**src/rtl/counter_pkg.sv**
```systemverilog
// Shared encodings and helpers for param_updown_counter.
// Direction and mode enums match the raw up_dn / sat_mode port levels.
package counter_pkg;

  typedef enum logic {
    DIR_DOWN = 1'b0,
    DIR_UP   = 1'b1
  } dir_e;

  typedef enum logic {
    MODE_WRAP = 1'b0,
    MODE_SAT  = 1'b1
  } mode_e;

  // Load values above the terminal count are pulled back to it.
  function automatic logic [63:0] clamp_load(input logic [63:0] value,
                                             input logic [63:0] max_count);
    return (value > max_count) ? max_count : value;
  endfunction

endpackage

```
**src/rtl/counter_prescaler.sv**
```systemverilog
// Divides enabled cycles by PRESCALE_DIV; tick_o marks the enabled cycle that
// completes a group. clear_i resets the group count.
module counter_prescaler #(
  parameter int unsigned PRESCALE_DIV = 4
) (
  input  logic clk_i,
  input  logic rst_ni,
  input  logic clear_i,
  input  logic enable_i,
  output logic tick_o
);

  localparam int unsigned CW = (PRESCALE_DIV > 1) ? $clog2(PRESCALE_DIV) : 1;
  localparam logic [CW-1:0] LAST = CW'(PRESCALE_DIV - 1);

  logic [CW-1:0] cnt_q, cnt_d;

  assign tick_o = enable_i && (cnt_q == LAST);

  always_comb begin
    cnt_d = cnt_q;
    if (clear_i) begin
      cnt_d = '0;
    end else if (enable_i) begin
      cnt_d = tick_o ? '0 : cnt_q + CW'(1);
    end
  end

  always_ff @(posedge clk_i or negedge rst_ni) begin
    if (!rst_ni) begin
      cnt_q <= '0;
    end else begin
      cnt_q <= cnt_d;
    end
  end

endmodule

```
**src/rtl/param_updown_counter.sv**
```systemverilog
// Parametrised up/down counter with load, wrap/saturate, sticky flags and a
// terminal-count pulse. Define COUNTER_PRESCALE_EN to insert a step prescaler.
module param_updown_counter
  import counter_pkg::*;
#(
  parameter int unsigned WIDTH        = 4,
  parameter int unsigned MAX_COUNT    = 2**WIDTH - 1,
  parameter int unsigned PRESCALE_DIV = 4
) (
  input  logic             clk,
  input  logic             reset_n,
  input  logic             enable,
  input  logic             up_dn,
  input  logic             sat_mode,
  input  logic             load,
  input  logic [WIDTH-1:0] load_value,
  input  logic             clear_flags,
  output logic [WIDTH-1:0] counter_out,
  output logic             overflow_out,
  output logic             underflow_out,
  output logic             tc_pulse
);

  localparam logic [WIDTH-1:0] MAX_W = WIDTH'(MAX_COUNT);

  logic [WIDTH-1:0] cnt_q, cnt_d;
  logic             ovf_q, ovf_d;
  logic             unf_q, unf_d;
  logic             tc_q, tc_d;
  logic             tick;
  logic             step;
  logic             at_max, at_zero;
  logic             ovf_ev, unf_ev;

`ifdef COUNTER_PRESCALE_EN
  counter_prescaler #(
    .PRESCALE_DIV(PRESCALE_DIV)
  ) u_prescaler (
    .clk_i   (clk),
    .rst_ni  (reset_n),
    .clear_i (load),
    .enable_i(enable && !load),
    .tick_o  (tick)
  );
`else
  // Every enabled edge steps; PRESCALE_DIV >= 1 makes this constant 1.
  assign tick = (PRESCALE_DIV != 0);
`endif

  assign step    = enable && !load && tick;
  assign at_max  = (cnt_q >= MAX_W);
  assign at_zero = (cnt_q == '0);

  always_comb begin
    cnt_d  = cnt_q;
    ovf_ev = 1'b0;
    unf_ev = 1'b0;
    if (load) begin
      cnt_d = WIDTH'(clamp_load(64'(load_value), 64'(MAX_COUNT)));
    end else if (step) begin
      if (up_dn == DIR_UP) begin
        if (at_max) begin
          ovf_ev = 1'b1;
          cnt_d  = (sat_mode == MODE_SAT) ? MAX_W : '0;
        end else begin
          cnt_d = cnt_q + WIDTH'(1);
        end
      end else begin
        if (at_zero) begin
          unf_ev = 1'b1;
          cnt_d  = (sat_mode == MODE_SAT) ? '0 : MAX_W;
        end else begin
          cnt_d = cnt_q - WIDTH'(1);
        end
      end
    end
  end

  // A boundary event on the same edge as clear_flags keeps its own flag set.
  always_comb begin
    ovf_d = (ovf_q && !clear_flags) || ovf_ev;
    unf_d = (unf_q && !clear_flags) || unf_ev;
    tc_d  = ovf_ev || unf_ev;
  end

  always_ff @(posedge clk or negedge reset_n) begin
    if (!reset_n) begin
      cnt_q <= '0;
      ovf_q <= 1'b0;
      unf_q <= 1'b0;
      tc_q  <= 1'b0;
    end else begin
      cnt_q <= cnt_d;
      ovf_q <= ovf_d;
      unf_q <= unf_d;
      tc_q  <= tc_d;
    end
  end

  assign counter_out   = cnt_q;
  assign overflow_out  = ovf_q;
  assign underflow_out = unf_q;
  assign tc_pulse      = tc_q;

endmodule

```
**config.mk**
```make
export PLATFORM = sky130hd
export DESIGN_NAME = param_updown_counter
export DESIGN_NICKNAME = d
export VERILOG_FILES = /design/src/rtl/counter_pkg.sv /design/src/rtl/counter_prescaler.sv /design/src/rtl/param_updown_counter.sv
export SDC_FILE = /design/constraint.sdc
export NUM_CORES = 1
export LEC_CHECK = 0
export CORE_AREA = 2 2 39 41
export DETAILED_ROUTE_END_ITERATION = 6
export DIE_AREA = 0 0 41 43
export MAX_ROUTING_LAYER = met4
export PLACE_DENSITY = 0.67
export SYNTH_ARGS = -nofsm -noshare
export SYNTH_HDL_FRONTEND = slang
export SYNTH_HIERARCHICAL = 1
export SYNTH_SLANG_ARGS = --single-unit
```
**constraint.sdc**
```tcl
create_clock -name clk -period 3.3 [get_ports clk]
set_input_delay 0.99 -clock clk [delete_from_list [all_inputs] [get_ports clk]]
set_output_delay 0.99 -clock clk [all_outputs]
set_load 0.005 [all_outputs]
```
-- Word-level counts from Yosys, hierarchy flattened
Index checks and enable logic that the tools add are counted.
- add/subtract/negate cells: 2
- magnitude comparators: 1
- mux-type cells: 15
- reductions and logical operators: 10
- operator list (cell ; count):
    2-to-1 mux 4 bit ; 7
    2-to-1 mux 1 bit ; 8
    adder 4 x 1 -> 4 bit, second input constant ; 1
    >= comparator 4 bit, second input constant ; 1
    zero test 4 bit ; 1
    subtractor 4 x 1 -> 4 bit, second input constant ; 1
    logical AND 1 bit ; 3
    logical OR 1 bit ; 3
    zero test 1 bit ; 2
    nonzero test 2 bit ; 1
- register bits after elaboration: 7
- input bits: 11
- logic and storage cells: 32

-- Longest topological paths before layout
- word-level depth: 6
- depth in mapped cells: 7
- gate-level depth less buffers: 6

-- Worst setup path after synthesis
No wires, ideal clock.
- path type: in2reg
- from: in up_dn
- to: reg cnt_q[2], in the netlist counter_out[2]
- setup time: 0.138 ns
- arrival time: 1.645 ns
- setup slack: 1.517 ns
- cell stages on the path: 4
- cells stage by stage: buf_2 o21ai_0 a2111oi_0 a21oi_1
- cells in the longest elaborated chain, start to end: 3
- ends and longest elaborated chain (what ; RTL line ; RTL):
    start, declared ; param_updown_counter.sv:13 ; input logic up_dn,
    2-to-1 mux 4 bit ; param_updown_counter.sv:61 ; if (up_dn == DIR_UP) begin
    2-to-1 mux 4 bit ; param_updown_counter.sv:60 ; end else if (step) begin
    2-to-1 mux 4 bit ; param_updown_counter.sv:58 ; if (load) begin
    end signal, assigned ; param_updown_counter.sv:93 ; cnt_q <= cnt_d;
    end, declared ; param_updown_counter.sv:26 ; logic [WIDTH-1:0] cnt_q, cnt_d;
No other way between the ends. The select of a mux whose other input is x is not followed.
A chain may end at the register's enable or synchronous reset.

-- Worst setup path in the final report
- from: reg cnt_q[2], in the netlist counter_out[2]
- to: out counter_out[2]
- RTL lines (what ; RTL line ; RTL):
    end, declared ; param_updown_counter.sv:18 ; output logic [WIDTH-1:0] counter_out,
No word-level cell between the ends.

==> results <==
- The run finished with clean final reports.
- The detailed router placed 509 vias in this run.
- The cell type contributing the most total cell area after synthesis is sky130_fd_sc_hd__dfrtp_1.
- Global routing consumed, over all layers together, 16.7% of the routing resources.
- The transition at the pin with the smallest max-transition slack is about 0.38 ns.
- In this run, placement finished with an instance count of 89.
- CTS built an H-tree with a depth of 1.
- After detailed routing, no signal wire sits above met4.
- The number of buffers added on ports is 17.
- No sink is reached through more buffers than the 2 on the longest clock path.
- The core region is 0.00138 mm^2.
- The total number of nets in the final design is 91.
- After detailed routing, the wire length on met1 is 519 um.
- After detailed routing, the met3 layer carries 74 um of wire.
- Sorting the synthesized cells by how often they occur yields 7 x sky130_fd_sc_hd__dfrtp_1, 6 x sky130_fd_sc_hd__inv_1.
- STA classifies the critical path endpoint as an output port.
- Static timing analysis puts the maximum clock frequency at 431 MHz.
- The synthesized netlist devotes 0% of its cell area to XOR and XNOR gates.
- By area the synthesized netlist is led by sky130_fd_sc_hd__dfrtp_1 35%, sky130_fd_sc_hd__ha_1 4.9%, sky130_fd_sc_hd__inv_1 4.4%, sky130_fd_sc_hd__a21oi_1 4.0%, sky130_fd_sc_hd__mux2i_1 4.0%.
- The largest family of logic cells by synthesized area is compound AO/OA/AOI/OAI gates.
- The total grt overflow is 0.
- The worst endpoint required time is between 2 and 2.5 ns.
- The post-cts hold buffer count is 0.
- The setup slack at placement is 0.826 ns.
- The max-slew violation total from the final report is 0.
- In this design, the largest share of critical-path delay is due to buffers and inverters.
- After synthesis, the mean cell area works out to 8.45 um^2.
- In the routed layout, each cell is associated on average with a via count of around 5.5.
- For this design, the slowest cell found on the critical path is sky130_fd_sc_hd__clkdlybuf4s50_1.
- In the synthesized netlist, mux cells make up 3.95% of the area.
- The number of library cell types mapped by synthesis is 29.
- The number of nets handed over by synthesis was 73.
- The antenna cell count is 0.
- The primary flip-flop cell chosen by synthesis mapping is sky130_fd_sc_hd__dfrtp_1.
- The synthesized area is 507 um^2.
- The met2 wire length is around 580 um.
- The global placement routability congestion is 0.767.
- Compared with the post-synthesis result, the final layout area differs by 37.8%.
- The detail route stage leaves a number of antenna-violating nets equal to 0.
- The most common cell in the netlist is sky130_fd_sc_hd__dfrtp_1.
- The category of the worst setup path launch point is a flip-flop.
- The worst-case IR drop observed on VDD is 0.000155 V.
- The post-synthesis compound-gate area fraction is between 20% and 30%.
- Across all setup checks in the final design, the least slack found is between 0.9 and 1 ns.
- The number of non-filler instances in the completed layout is 93.
- From left edge to right edge, the die measures 41 um.
- The via count of the first global-routing pass is 448.
- After clock tree synthesis, the clock-pin slew on the worst setup and hold paths is 0.06 ns.
- The maximum cell stage delay along the critical path is 0.56 ns.
- For this design the static power due to leakage is between 0.0002 and 0.0003 uW.
- The number of flops mapped to enable cells by yosys is 0.
- The die span in y is 43 um.
- The total power draw is 262 uW.
- Clock tree synthesis selected as its root buffer the cell sky130_fd_sc_hd__clkbuf_4.
- The number of synthesis warnings is 6.
- Setup repair after global routing left no endpoint under its margin.
- The async set-or-reset flop fraction in the synthesized netlist is 100%.
- The worst hold path belongs to the class reg2reg.
- The reg2reg setup slack is 1.44 ns.
- The pre-antenna-repair detailed-routing pass consisted of 4 iterations.
- The number of antenna violations at the first check in global routing is 0.
- TritonCTS built the clock tree.
- The synthesized instance count is 60.
- The clock latency at the later pin of the worst-skew pair is 0.26 ns.
- The wire length after detailed routing is 1.18 mm.
- The clock period could shrink to 2.32 ns.
- The biggest fanout along the worst timing path is 11.
- Counting flops and latches in the post-synthesis netlist gives 7.
- The clock skew is around 0.0089 ns.
- The worst pin sits at a relative slew slack of 73.9%.
- The share of the clock period used by the worst path is 70.2%.
- The number of resized instances in the post-cts repair step is 0.
- Data arrives at the worst endpoint at ~1.3 ns.
- The share of the Yosys chip area taken by registers is 34.6%.
- In the routed design, unresolved DRC markers number 0.
- The average wire length per cell after detail routing is 12.7 um.
- After synthesis, the largest area contributor takes up 34.6% of total cell area.
- The total power density per cell area is 375 mW/mm^2.
- The synthesized netlist devotes 19.3% of its cell area to simple gates.
- Summing the areas of all fa, ha and maj instances in the mapped netlist gives 4.94% of the synthesized area.
- The share of cells above drive strength 1 is 3.90%.
- The worst setup path is of the reg2out kind.
- Max-cap violations in this run came to 0.
- Setup violations remaining at the end of the flow were counted as 0.
- The effective utilization at floorplan is 36.6%.
- Once detailed placement completed, the half-perimeter wirelength came to 873 um.
- The final hold violation count is 0.
- Counting every sink on the clock net gives 7.
- The area of the die is 0.00176 mm^2.
- The final setup TNS is 0 ns.
- The largest net degree at the start of global routing is 12.
- The number of buffers and inverters on the critical path is 1.
- The clock buffer count from CTS is 3.
- In this run the post-CTS setup repair buffer count came out at 0.
- The row count is 14.
- The critical path goes through clkdlybuf4s50_1.
- Fill cells in the final layout number around 140.
- In this run, the number of DRC markers left after iteration 0 of detailed routing was 6.
- The wire length of the first global-routing pass is 1.90 mm.
- The number of top-level design ports is 18.
-- final timing paths --
| kind | start | endpoint | cells past startpoint |
|---|---|---|---|
| setup / recovery | counter_out[2] | counter_out[2] | 1 |
| hold / removal | underflow_out | underflow_out | 2 |
| setup reg to reg | counter_out[0] | counter_out[0] | 6 |
| hold reg to reg | underflow_out | underflow_out | 2 |
| max in group asynchronous | reset_n | counter_out[1] | 1 |
| min in group asynchronous | reset_n | tc_pulse | 1 |
-- cells by family after synthesis --
family          after synthesis
simple gates                 18
buf+inv                      10
fa+ha+maj                     2
mux                           2
flops                         7
compound gates               21
-- state kept, by name, indices dropped and copies added, names as in the netlist --
register       flops
counter_out        4
overflow_out       1
tc_pulse           1
underflow_out      1
-- worst register-to-register path: cells and delay by family (launching register included) --
family / cells / cell delay, ns
AO/OA/AOI/OAI: 2 / 0.31
multiplexers: 1 / 0.16
buffers and inverters: 1 / 0.11
adder cells (fa/ha/maj): 1 / 0.22
AND/OR/NAND/NOR: 1 / 0.48
flip-flops: 1 / 0.46
-- metal layers --
metal | up-vias | track usage [%]
li1 | 257 | -
met1 | 232 | 20.1
met2 | 17 | 23.8
met3 | 3 | 6.28
met4 | 0 | 8.00
met5 | - | -
-- placed cells by master, fill, tap and decap left out --
cell type / n
sky130_fd_sc_hd__o21ai_0: 4
sky130_fd_sc_hd__a2111oi_0: 1
sky130_fd_sc_hd__and2b_1: 1
sky130_fd_sc_hd__o21ai_1: 1
sky130_fd_sc_hd__nor2b_1: 1
sky130_fd_sc_hd__nand2_1: 4
sky130_fd_sc_hd__clkbuf_4: 3
sky130_fd_sc_hd__dfrtp_1: 7
sky130_fd_sc_hd__or3_1: 1
sky130_fd_sc_hd__clkbuf_1: 1
sky130_fd_sc_hd__nor3_1: 2
sky130_fd_sc_hd__a2111oi_1: 1
sky130_fd_sc_hd__a21o_1: 1
sky130_fd_sc_hd__o211ai_1: 1
sky130_fd_sc_hd__inv_1: 6
sky130_fd_sc_hd__nand4bb_1: 1
sky130_fd_sc_hd__or3b_1: 1
sky130_fd_sc_hd__o221ai_1: 2
sky130_fd_sc_hd__o32ai_1: 1
sky130_fd_sc_hd__ha_1: 2
sky130_fd_sc_hd__a31oi_1: 3
sky130_fd_sc_hd__clkdlybuf4s50_1: 17
sky130_fd_sc_hd__nor2_1: 4
sky130_fd_sc_hd__a21oi_1: 4
sky130_fd_sc_hd__and3_1: 1
sky130_fd_sc_hd__nand3_1: 1
sky130_fd_sc_hd__mux2i_1: 2
sky130_fd_sc_hd__o311ai_1: 2
sky130_fd_sc_hd__nand2b_1: 1
-- power breakdown --
group / leakage [uW] / internal (uW) / switching (uW)
sequential: 0.0000893 / 92.7 / 13.0
clock: 0.0000150 / 46.2 / 33.1
combinational: 0.000190 / 43.5 / 33.1
total: 0.000295 / 182 / 79.2
-- final cells by class --
class / count / area [um^2] / share of cell area, %
multi-input combinational: 43 / 284 / 40.7
clock buffer: 4 / 26.3 / 3.76
tap: 16 / 20.0 / 2.87
timing repair buffer: 17 / 170 / 24.4
sequential: 7 / 175 / 25.1
inverter: 6 / 22.5 / 3.23
-- through the flow --
step | utilization (%) | cell area [um^2] | hold WS (ns)
6_report | 50.5 | 698 | 0.535
5_1_grt | 50.5 | 698 | 0.545
4_1_cts | 50.5 | 698 | 0.533
3_5_place_dp | 48.6 | 672 | 0.526
3_3_place_gp | 48.6 | 672 | 0.527
2_1_floorplan | - | 507 | 0.508
Note: power is estimated with default switching activity, not from simulation.
